==> src/rtl/status_ctrl.sv <==
// Flag-writer arbiter for a 4-bit {C,V,N,Z} status register.
// Also holds a LIFO shadow stack for nested exceptions and evaluates the condition field.
module status_ctrl #(
  parameter int DEPTH = 4,
  parameter int PW    = $clog2(DEPTH + 1)
) (
  input  logic          clk,
  input  logic          reset,
  input  logic [3:0]    sr_in,
  input  logic          alu_s,
  input  logic [3:0]    alu_flags,
  input  logic          msr_we,
  input  logic [3:0]    msr_flags,
  input  logic [3:0]    msr_mask,
  input  logic          exc_enter,
  input  logic          exc_ret,
  input  logic [3:0]    cond,
  output logic          cond_pass,
  output logic          sr_s,
  output logic [3:0]    sr_flags,
  output logic          alu_drop,
  output logic [PW-1:0] depth,
  output logic [1:0]    stk_err
);

  localparam int            IW   = (DEPTH > 1) ? $clog2(DEPTH) : 1;
  localparam logic [PW-1:0] FULL = PW'(DEPTH);

  logic [3:0]    r_stack [DEPTH];
  logic          r_sr_s;
  logic [3:0]    r_sr_flags;
  logic          r_alu_drop;
  logic [PW-1:0] r_depth;
  logic [1:0]    r_stk_err;

  logic          w_empty;
  logic          w_full;
  logic          w_do_push;
  logic          w_higher;
  logic [IW-1:0] w_top_idx;
  logic [IW-1:0] w_push_idx;
  logic          w_c, w_v, w_n, w_z;

  assign w_empty    = (r_depth == '0);
  assign w_full     = (r_depth == FULL);
  assign w_top_idx  = IW'(r_depth - PW'(1));
  assign w_push_idx = IW'(r_depth);
  assign w_do_push  = exc_enter & ~exc_ret & ~w_full;
  assign w_higher   = exc_ret | exc_enter | msr_we;

  // Stack contents need no reset; occupancy alone defines what is valid.
  always_ff @(posedge clk) begin
    if (w_do_push)
      r_stack[w_push_idx] <= sr_in;
  end

  always_ff @(posedge clk or negedge reset) begin
    if (!reset) begin
      r_sr_s     <= 1'b0;
      r_sr_flags <= 4'b0000;
      r_alu_drop <= 1'b0;
      r_depth    <= '0;
      r_stk_err  <= 2'b00;
    end else begin
      r_alu_drop <= alu_s & w_higher;
      if (exc_ret) begin
        if (!w_empty) begin
          r_sr_flags <= r_stack[w_top_idx];
          r_sr_s     <= 1'b1;
          r_depth    <= r_depth - PW'(1);
        end else begin
          r_sr_s       <= 1'b0;
          r_stk_err[0] <= 1'b1;
        end
      end else if (exc_enter) begin
        r_sr_s <= 1'b0;
        if (!w_full)
          r_depth <= r_depth + PW'(1);
        else
          r_stk_err[1] <= 1'b1;
      end else if (msr_we) begin
        r_sr_flags <= (sr_in & ~msr_mask) | (msr_flags & msr_mask);
        r_sr_s     <= 1'b1;
      end else if (alu_s) begin
        r_sr_flags <= alu_flags;
        r_sr_s     <= 1'b1;
      end else begin
        r_sr_s <= 1'b0;
      end
    end
  end

  assign sr_s     = r_sr_s;
  assign sr_flags = r_sr_flags;
  assign alu_drop = r_alu_drop;
  assign depth    = r_depth;
  assign stk_err  = r_stk_err;

  assign {w_c, w_v, w_n, w_z} = sr_in;

  always_comb begin
    cond_pass = 1'b0;
    case (cond)
      4'd0:    cond_pass = w_z;
      4'd1:    cond_pass = ~w_z;
      4'd2:    cond_pass = w_c;
      4'd3:    cond_pass = ~w_c;
      4'd4:    cond_pass = w_n;
      4'd5:    cond_pass = ~w_n;
      4'd6:    cond_pass = w_v;
      4'd7:    cond_pass = ~w_v;
      4'd8:    cond_pass = w_c & ~w_z;
      4'd9:    cond_pass = ~w_c | w_z;
      4'd10:   cond_pass = (w_n == w_v);
      4'd11:   cond_pass = (w_n != w_v);
      4'd12:   cond_pass = ~w_z & (w_n == w_v);
      4'd13:   cond_pass = w_z | (w_n != w_v);
      4'd14:   cond_pass = 1'b1;
      default: cond_pass = 1'b0;
    endcase
  end

endmodule

==> config.mk <==
export PLATFORM = sky130hd
export DESIGN_NAME = status_ctrl
export DESIGN_NICKNAME = d
export VERILOG_FILES = /design/src/rtl/status_ctrl.sv
export SDC_FILE = /design/constraint.sdc
export NUM_CORES = 1
export LEC_CHECK = 0
export ABC_AREA = 1
export CAP_MARGIN = 30
export CORE_MARGIN = 8
export CORE_UTILIZATION = 46
export DETAILED_ROUTE_END_ITERATION = 12
export PLACE_DENSITY = 0.79
export SETUP_SLACK_MARGIN = 0.02
export SLEW_MARGIN = 10
export SYNTH_ARGS = -nofsm -noshare
export SYNTH_HDL_FRONTEND = slang
export SYNTH_SLANG_ARGS = --single-unit
==> constraint.sdc <==
create_clock -name clk -period 3 [get_ports clk]
set_input_delay 0.9 -clock clk [delete_from_list [all_inputs] [get_ports clk]]
set_output_delay 0.9 -clock clk [all_outputs]
set_load 0.02 [all_outputs]
Word-level counts from Yosys, hierarchy flattened
Memories as Yosys holds them, arrays and structs flattened.
Cells that the tools add are included.
{"block": "word_totals", "reg_bits": 11, "memories": 1, "out_inout_bits": 12, "wordCells": 73, "mem_bits_rw": 16, "input_bits": 26}
{"name": "r_stack", "words": 4, "width": 4, "rd": 1, "rd_ports_with_merged_regs": 0, "write_ports": 1, "line": "29", "text": "logic [3:0] r_stack [DEPTH];"}
{"block": "op_classes", "reduce_logical": 8, "muxes": 17, "add_sub_neg": 2, "n_eq_ne": 20, "bitwise_logic": 19}
{"op": "$eq 4x4->1 const B", "n": 7}
{"op": "$mux 4", "n": 5}
{"op": "$eq 4x3->1 const B", "n": 4}
{"op": "$pmux 1 s15", "n": 1}
{"op": "$mux 3", "n": 4}
{"op": "$reduce_and 3->1", "n": 3}
{"op": "$and 4x4->4", "n": 2}
{"op": "$eq 4x2->1 const B", "n": 2}
{"op": "$mux 1", "n": 7}
{"op": "$not 1->1", "n": 6}
{"op": "$and 1x1->1", "n": 5}
{"op": "$eq 4x1->1 const B", "n": 1}
{"op": "$logic_not 4->1", "n": 1}
{"op": "$ne 2x2->1 const B", "n": 2}
{"op": "$not 4->4", "n": 1}
{"op": "$or 1x1->1", "n": 4}
{"op": "$or 4x4->4", "n": 1}
{"op": "$add 3x1->3 const B", "n": 1}
{"op": "$eq 3x3->1 const B", "n": 1}
{"op": "$logic_not 3->1", "n": 1}
{"op": "$reduce_bool 3->1", "n": 1}
{"op": "$sub 3x1->3 const B", "n": 1}
{"op": "$ne 2x1->1 const B", "n": 1}
{"op": "$reduce_and 2->1", "n": 1}
{"op": "other kinds (3)", "n": 3}

Longest topological paths before layout
Gate-level depths: netlist (run 1).
{"block": "depth", "depth_word": 6, "ltp_mapped": 9, "ltp_nobuf": 9}

Worst setup path before layout (run 1)
OpenSTA, ideal clock, no wires.
{"block": "synth_timing", "path_type": "input to output", "startpoint": "in sr_in[1]", "endpoint": "out cond_pass", "t_required_ps": 2100, "stages": 9, "arrival_ps": 1467, "n_path_buf": 0, "path_slack_ps": 633, "path_cell_list": "inv_1 > nand2_1 > nand2_1 > nand2_1 > nand2_1 > nand2_1 > nand2_1 > nor2_1 > nand2_1"}
{"block": "synth_between", "elab_chain_cells": 3, "elab_cells_between_ends": 6, "cone_classes": "eq/ne (2); mux (1); bitwise (3)"}
{"item": "from (decl)", "line": "9", "text": "input logic [3:0] sr_in,"}
{"item": "$ne 1x1->1 / $eq 1x1->1 (equally long branches)"}
{"item": "$or 1x1->1 / $and 1x1->1 (equally long branches)", "line": "117, 116"}
{"item": "$pmux 1 s15 *", "line": "103", "text": "case (cond)"}
{"item": "to (decl)", "line": "18", "text": "output logic cond_pass,"}
Mark *: on every way between the ends. The rest lies on a longest branch, timed or not.

Worst setup path in the final report (run 1)
{"block": "layout_timing", "startpoint": "in sr_in[2]", "endpoint": "out cond_pass"}
The elaborated chain is that of the path after synthesis.

==> results of run 1 <==
==> power by group <==
| part | internal, W | switching [W] |
|---|---|---|
| clock network | 0.0000511 | 0.000112 |
| logic | 0.000293 | 0.000381 |
| registers | 0.000477 | 0.0000694 |
==> synthesized netlist by cell type <==
| library cell | count |
|---|---|
| inv_8 | 1 |
| a31o_2 | 1 |
| nand3_2 | 3 |
| a21oi_1 | 8 |
| nand2_1 | 55 |
| nor3_1 | 1 |
| dfrtp_1 | 11 |
| edfxtp_1 | 16 |
| buf_4 | 1 |
| xor2_1 | 2 |
| nor2_1 | 12 |
| nand3b_1 | 1 |
| nand3_1 | 17 |
| o21ai_0 | 7 |
| o211ai_1 | 1 |
| inv_4 | 1 |
| inv_2 | 2 |
| nor2_2 | 1 |
| buf_6 | 1 |
| a21o_2 | 1 |
| inv_1 | 18 |
| nand2_2 | 2 |
| ha_1 | 6 |
| o21ai_2 | 5 |
| a21oi_4 | 1 |
| nand3b_4 | 1 |
| nor2_4 | 2 |
==> layout make-up <==
type | instances | area share [%]
inverters | 22 | 4.47
multi-input cells | 127 | 33.9
flip-flops and latches | 27 | 36.5
repair buffers | 47 | 21.0
clock inverters | 1 | 0.362
well taps | 46 | 2.78
clock buffers | 3 | 1.09
==> routing by layer <==
| metal | wire, microns | GRT usage (%) |
|---|---|---|
| met1 | 1480 | 15.4 |
| met2 | 1760 | 22.5 |
| met3 | 164 | 1.75 |
| met4 | 99 | 7.17 |
| met5 | 0 | 0 |
==> flip-flops by register name (all words and copies together), names as in the netlist <==
signal and count:
alu_drop 1, depth 3, sr_flags 4, stk_err 2
r_stack 16, sr_s 1
==> through the flow <==
step           worst slack (ns)  utilization, %  total power, W  instance area [sq um]  setup TNS, ns
2_1_floorplan             0.633               -        0.000977                   1560              0
3_3_place_gp             -0.500            61.8         0.00122                   2040         -0.500
3_5_place_dp             -0.527            61.8         0.00124                   2040         -0.527
4_1_cts                  0.0304            62.5         0.00140                   2070              0
5_1_grt                  0.0367            62.6         0.00148                   2070              0
6_report                  0.159            62.6         0.00138                   2070              0
==> cells in the final DEF (no fill, tap or decap), types with 3 or more instances in the layout <==
| cell type | n |
|---|---|
| nand3_1 | 17 |
| a21oi_1 | 7 |
| edfxtp_1 | 16 |
| inv_1 | 17 |
| inv_2 | 3 |
| ha_1 | 6 |
| nor2_1 | 10 |
| clkdlybuf4s50_1 | 28 |
| buf_4 | 10 |
| o21ai_2 | 5 |
| dfrtp_1 | 11 |
| nor2_2 | 3 |
| clkbuf_4 | 3 |
| nand2_1 | 55 |
| o21ai_0 | 7 |
| dlygate4sd2_1 | 7 |
| nand3_2 | 3 |
==> worst max-delay path: stages <==
cell and delay [ns]:
dlygate4sd2_1 0.27, inv_1 0.12, nand2_1 0.09, nand2_1 0.09
nand2_1 0.07, nand3_1 0.07, nand2_1 0.05, nor2_1 0.07
nand2_1 0.05, buf_2 0.15
==> kinds of logic (layout without fill, tap and decap cells) <==
group                    count (synthesis)  after routing  share of synthesized area [%]
buffers and inverters                   24             73                           7.14
AO/OA/AOI/OAI                           24             24                           10.3
XOR/XNOR                                 2              2                           1.12
AND/OR/NAND/NOR                         95             95                           28.2
adder cells (fa/ha/maj)                  6              6                           4.81
flip-flops                              27             27                           48.4
==> worst paths after layout <==
check,start,endpoint,depth (start not counted)
worst max-delay path,sr_in[2],cond_pass,10
worst min-delay path,stk_err[1],stk_err[1],1
worst max register to register,depth[0],r_stack[3][0],5
worst min register to register,stk_err[1],stk_err[1],1
max in group asynchronous,reset,alu_drop,1
min in group asynchronous,reset,depth[2],1
==> flow_metrics.tcl, run 1 <==
set metrics [dict create \
    core_sq_um 3310 \
    max_slew_margin_pct 68.0 \
    start_kind "input port" \
    p_per_area_nw_per_um2 667 \
    dp_hpwl_mm 2.82 \
    clock_sinks 27 \
    dr.pass1.iters 4 \
    hp-class "reg2reg" \
    grt_overflow 0 \
    synth_cell_types 27 \
    die_x_microns 74.2 \
    max_slew.worst_pin.slew_ns 0.479 \
    drive_gt1_share_pct 17.6 \
    regArea_sq_um 756 \
    hold_buffers 0 \
    worst-setup-path-type "in2out" \
    syn2layout_area_growth_pct 32.8 \
    clockBufferDepth 2 \
    grt_usage_pct 13.1 \
    grt_max_degree 17 \
    post-route-period-util_pct 94.7 \
    cts_tree "yes" \
    clk_latency_ns 0.33 \
    max_clock_freq_ghz 0.352 \
    die_area_sq_um 5510 \
    routedWlPerCell_microns 12.8 \
    yosysTopAreaCell "edfxtp_1" \
    drt_wl_total_mm 3.51 \
    antenna_found_initial 0 \
    ys_ff_latch 27 \
    start_util_pct 47.1 \
    initialDrtViolationCount 80 \
    vias_per_cell 4.90 \
    vdd_drop_max_mv 0.365 \
    leakagePower_nw 0.937 \
    ctsResizeCount 14 \
    instances_no_fill 273 \
    ys.warnings.count 0 \
    portBuffers 37 \
    hold_viol 0 \
    n_antenna_cell 0 \
    ant_nets 0 \
    seq_area_frac_synth_pct 48.4 \
    cts_root_buffer "clkbuf_4" \
    htreeDepth 1 \
    synth_cells 178 \
    r2r_setup_slack_ns 0.80 \
    worstPathArrival_ns 1.94 \
    drv_slew 0 \
    status "finished, final reports clean" \
    crit_fanout 4 \
    io_pins 38 \
    first_global_vias 1233 \
    n_fill_cell 305 \
    die_h_microns 74.2 \
    endpoint_kind "output port" \
    path_clk_slew_ns 0.15 \
    gp_congestion 0.828 \
    post_cts_buffers 0 \
    grt_pass1_wl_mm 5.61 \
    rows 21 \
    finalSetupViolCount 0 \
    worstPathRequired_ns 2.10 \
    synth_area_sq_um 1560 \
    syn_nets 210 \
    rsz0062_at_grt "no" \
    drc 0 \
    vias 1337 \
    final_nets 260 \
    syn_avg_cell_area_sq_um 8.77 \
    synth_area_leaders "edfxtp_1, dfrtp_1, nand2_1, nand3_1, ha_1" \
    cap_violations 0 \
    clock_skew_ns 0.00267 \
    multi_input_area_sq_um 702 \
    synth_top_cell_area_share_pct 30.8 \
    min_period_ns 2.84 \
    place_inst 269 \
    cts-buffers-inserted 3 \
    fin_worst_hold_slack_ns 0.485 \
]
No activity file was read; power rests on OpenSTA's default activity.
==> inputs of run 2 (changes only) <==
--- a/config.mk
+++ b/config.mk
@@ -10,7 +10,7 @@
 export CORE_MARGIN = 8
 export CORE_UTILIZATION = 46
 export DETAILED_ROUTE_END_ITERATION = 12
-export PLACE_DENSITY = 0.79
+export PLACE_DENSITY = 0.8
 export SETUP_SLACK_MARGIN = 0.02
 export SLEW_MARGIN = 10
 export SYNTH_ARGS = -nofsm -noshare
==> run 2 against run 1 <==
Power is 0.57% lower. Maximum frequency up 3.2%. Register-to-register slack got worse by 0.04 ns. Sequential share of layout area rose by 0.31 points. Critical path depth is 1 lower. First-iteration DRC count shrank 14%. Critical endpoint unchanged. Largest cell class unchanged.
==> flow_metrics.tcl, run 2 (synthesis results as in run 1) <==
set metrics [dict create \
    crit_fanout 6 \
    worstPathArrival_ns 1.85 \
    max_slew_margin_pct 67.9 \
    r2r_setup_slack_ns 0.76 \
    p_per_area_nw_per_um2 669 \
    grt_usage_pct 13.3 \
    endpoint_kind "output port" \
    cts_tree "yes" \
    hold_buffers 0 \
    dr.pass1.iters 4 \
    cap_violations 0 \
    vias_per_cell 4.79 \
    grt.busiest_layer "met2" \
    fin_worst_hold_slack_ns 0.490 \
    grt_max_degree 16 \
    largest_reg_flops 16 \
    grt_pass1_wl_mm 5.71 \
    final_cell_mix "nand2_1, clkdlybuf4s50_1, inv_1" \
    die_area_sq_um 5510 \
    cts_root_buffer "clkbuf_4" \
    post-route-period-util_pct 91.8 \
    cp-endpoint "cond_pass" \
    n_antenna_cell 0 \
    drc 0 \
    use_met3_pct 3.10 \
    grt_overflow 0 \
    core_sq_um 3310 \
    hp-class "reg2reg" \
    die_x_microns 74.2 \
    n_fill_cell 297 \
    vdd_drop_max_mv 0.346 \
    status "finished, final reports clean" \
    start_kind "input port" \
    portBuffers 37 \
    finalSetupViolCount 0 \
    initialDrtViolationCount 69 \
    rsz0062_at_grt "no" \
    drive_gt1_share_pct 17.7 \
    hold_viol 0 \
    final_nets 259 \
    clk_latency_ns 0.34 \
    grt_util_met2_pct 22.8 \
    worst-setup-path-type "in2out" \
    path_clk_slew_ns 0.16 \
    max_slew.worst_pin.slew_ns 0.480 \
    rows 21 \
    clockBufferDepth 2 \
    antenna_found_initial 0 \
    dp_hpwl_mm 2.85 \
    drv_slew 0 \
    syn2layout_area_growth_pct 31.7 \
    top_register "r_stack" \
    placed_area_sq_um 2040 \
    max_clock_freq_ghz 0.363 \
    cts-buffers-inserted 3 \
    clock_sinks 27 \
    vias 1303 \
    ant_nets 0 \
    reg2reg_to "r_stack[1][3]" \
    crit_path_start "cond[1]" \
    r2r_start "depth[0]" \
    htreeDepth 1 \
    layout_commonest_cell "nand2_1" \
    worstPathRequired_ns 2.10 \
    min_period_ns 2.75 \
    io_pins 38 \
    die_h_microns 74.2 \
    start_util_pct 47.1 \
    drt_wl_total_mm 3.51 \
    clock_skew_ns 0.0252 \
    finalInstanceArea_sq_um 2050 \
    leakagePower_nw 0.925 \
    post_cts_buffers 0 \
    r2r_cells 5 \
    first_global_vias 1247 \
    met1_usage_pct 16.1 \
    routedWlPerCell_microns 12.9 \
    gp_congestion 0.878 \
]
==> run 2: worst min-delay path by stage <==
stage	depth (start not counted)	endpoint	start	slack [ns]
6_report	1	stk_err[0]	stk_err[0]	0.49
5_1_grt	1	stk_err[1]	stk_err[1]	0.51
4_1_cts	1	stk_err[1]	stk_err[1]	0.50
3_5_place_dp	1	stk_err[1]	stk_err[1]	0.46
3_3_place_gp	1	stk_err[0]	stk_err[0]	0.45
2_1_floorplan	1	stk_err[0]	stk_err[0]	0.58
==> run 2: critical path: stages <==
cell,delay [ns]
clkdlybuf4s15_1,0.25
inv_1,0.15
nand2_1,0.09
nor2_1,0.09
nand3_1,0.08
nand2_1,0.07
nor2_1,0.03
nand2_1,0.04
buf_2,0.15
==> run 2: through the flow <==
step | instances | setup TNS (ns) | setup WS [ns] | total power [W] | util [%]
after global placement | 268 | -0.489 | -0.489 | 0.00122 | 61.5
after detailed placement | 268 | -0.496 | -0.496 | 0.00124 | 61.5
after floorplan | 178 | 0 | 0.633 | 0.000977 | -
final | 272 | 0 | 0.247 | 0.00137 | 62.1
after CTS | 272 | 0 | 0.0688 | 0.00139 | 62.4
after global routing | 272 | 0 | 0.118 | 0.00147 | 62.1
==> run 2: power by group <==
| part | internal [W] | switching (W) | leakage (nW) |
|---|---|---|---|
| logic | 0.000292 | 0.000381 | 0.635 |
| registers | 0.000477 | 0.0000677 | 0.272 |
| clock network | 0.0000501 | 0.000107 | 0.0177 |
| total | 0.000819 | 0.000556 | 0.925 |
==> run 2: metal layers <==
metal,up-vias,part of all wire [%]
li1,678,-
met5,-,0
met1,587,44
met4,0,0.80
met2,36,50
met3,2,5.3
==> run 2: area by class of cell <==
class	count	area (sq um)	share of cell area, %
flip-flops and latches	27	756	36.8
multi-input cells	127	702	34.2
repair buffers	46	419	20.4
inverters	22	92.6	4.51
well taps	46	57.6	2.80
clock buffers	3	22.5	1.10
clock inverters	1	5.00	0.244
==> run 2: timing repair <==
item | in CTS | in global routing
pin swaps | 0 | 0
setup endpoints to repair | 1 | 1
resized for setup | 14 | 8
endpoints found under the hold margin | 0 | 0
==> inputs of run 3 (changes only) <==
--- a/config.mk
+++ b/config.mk
@@ -9,6 +9,7 @@
 export CAP_MARGIN = 30
 export CORE_MARGIN = 8
 export CORE_UTILIZATION = 46
+export CTS_CLUSTER_DIAMETER = 30
 export DETAILED_ROUTE_END_ITERATION = 12
 export PLACE_DENSITY = 0.8
 export SETUP_SLACK_MARGIN = 0.02
==> results of run 3 <==
The final DEF is identical to that of run 2; final timing and power are the same.
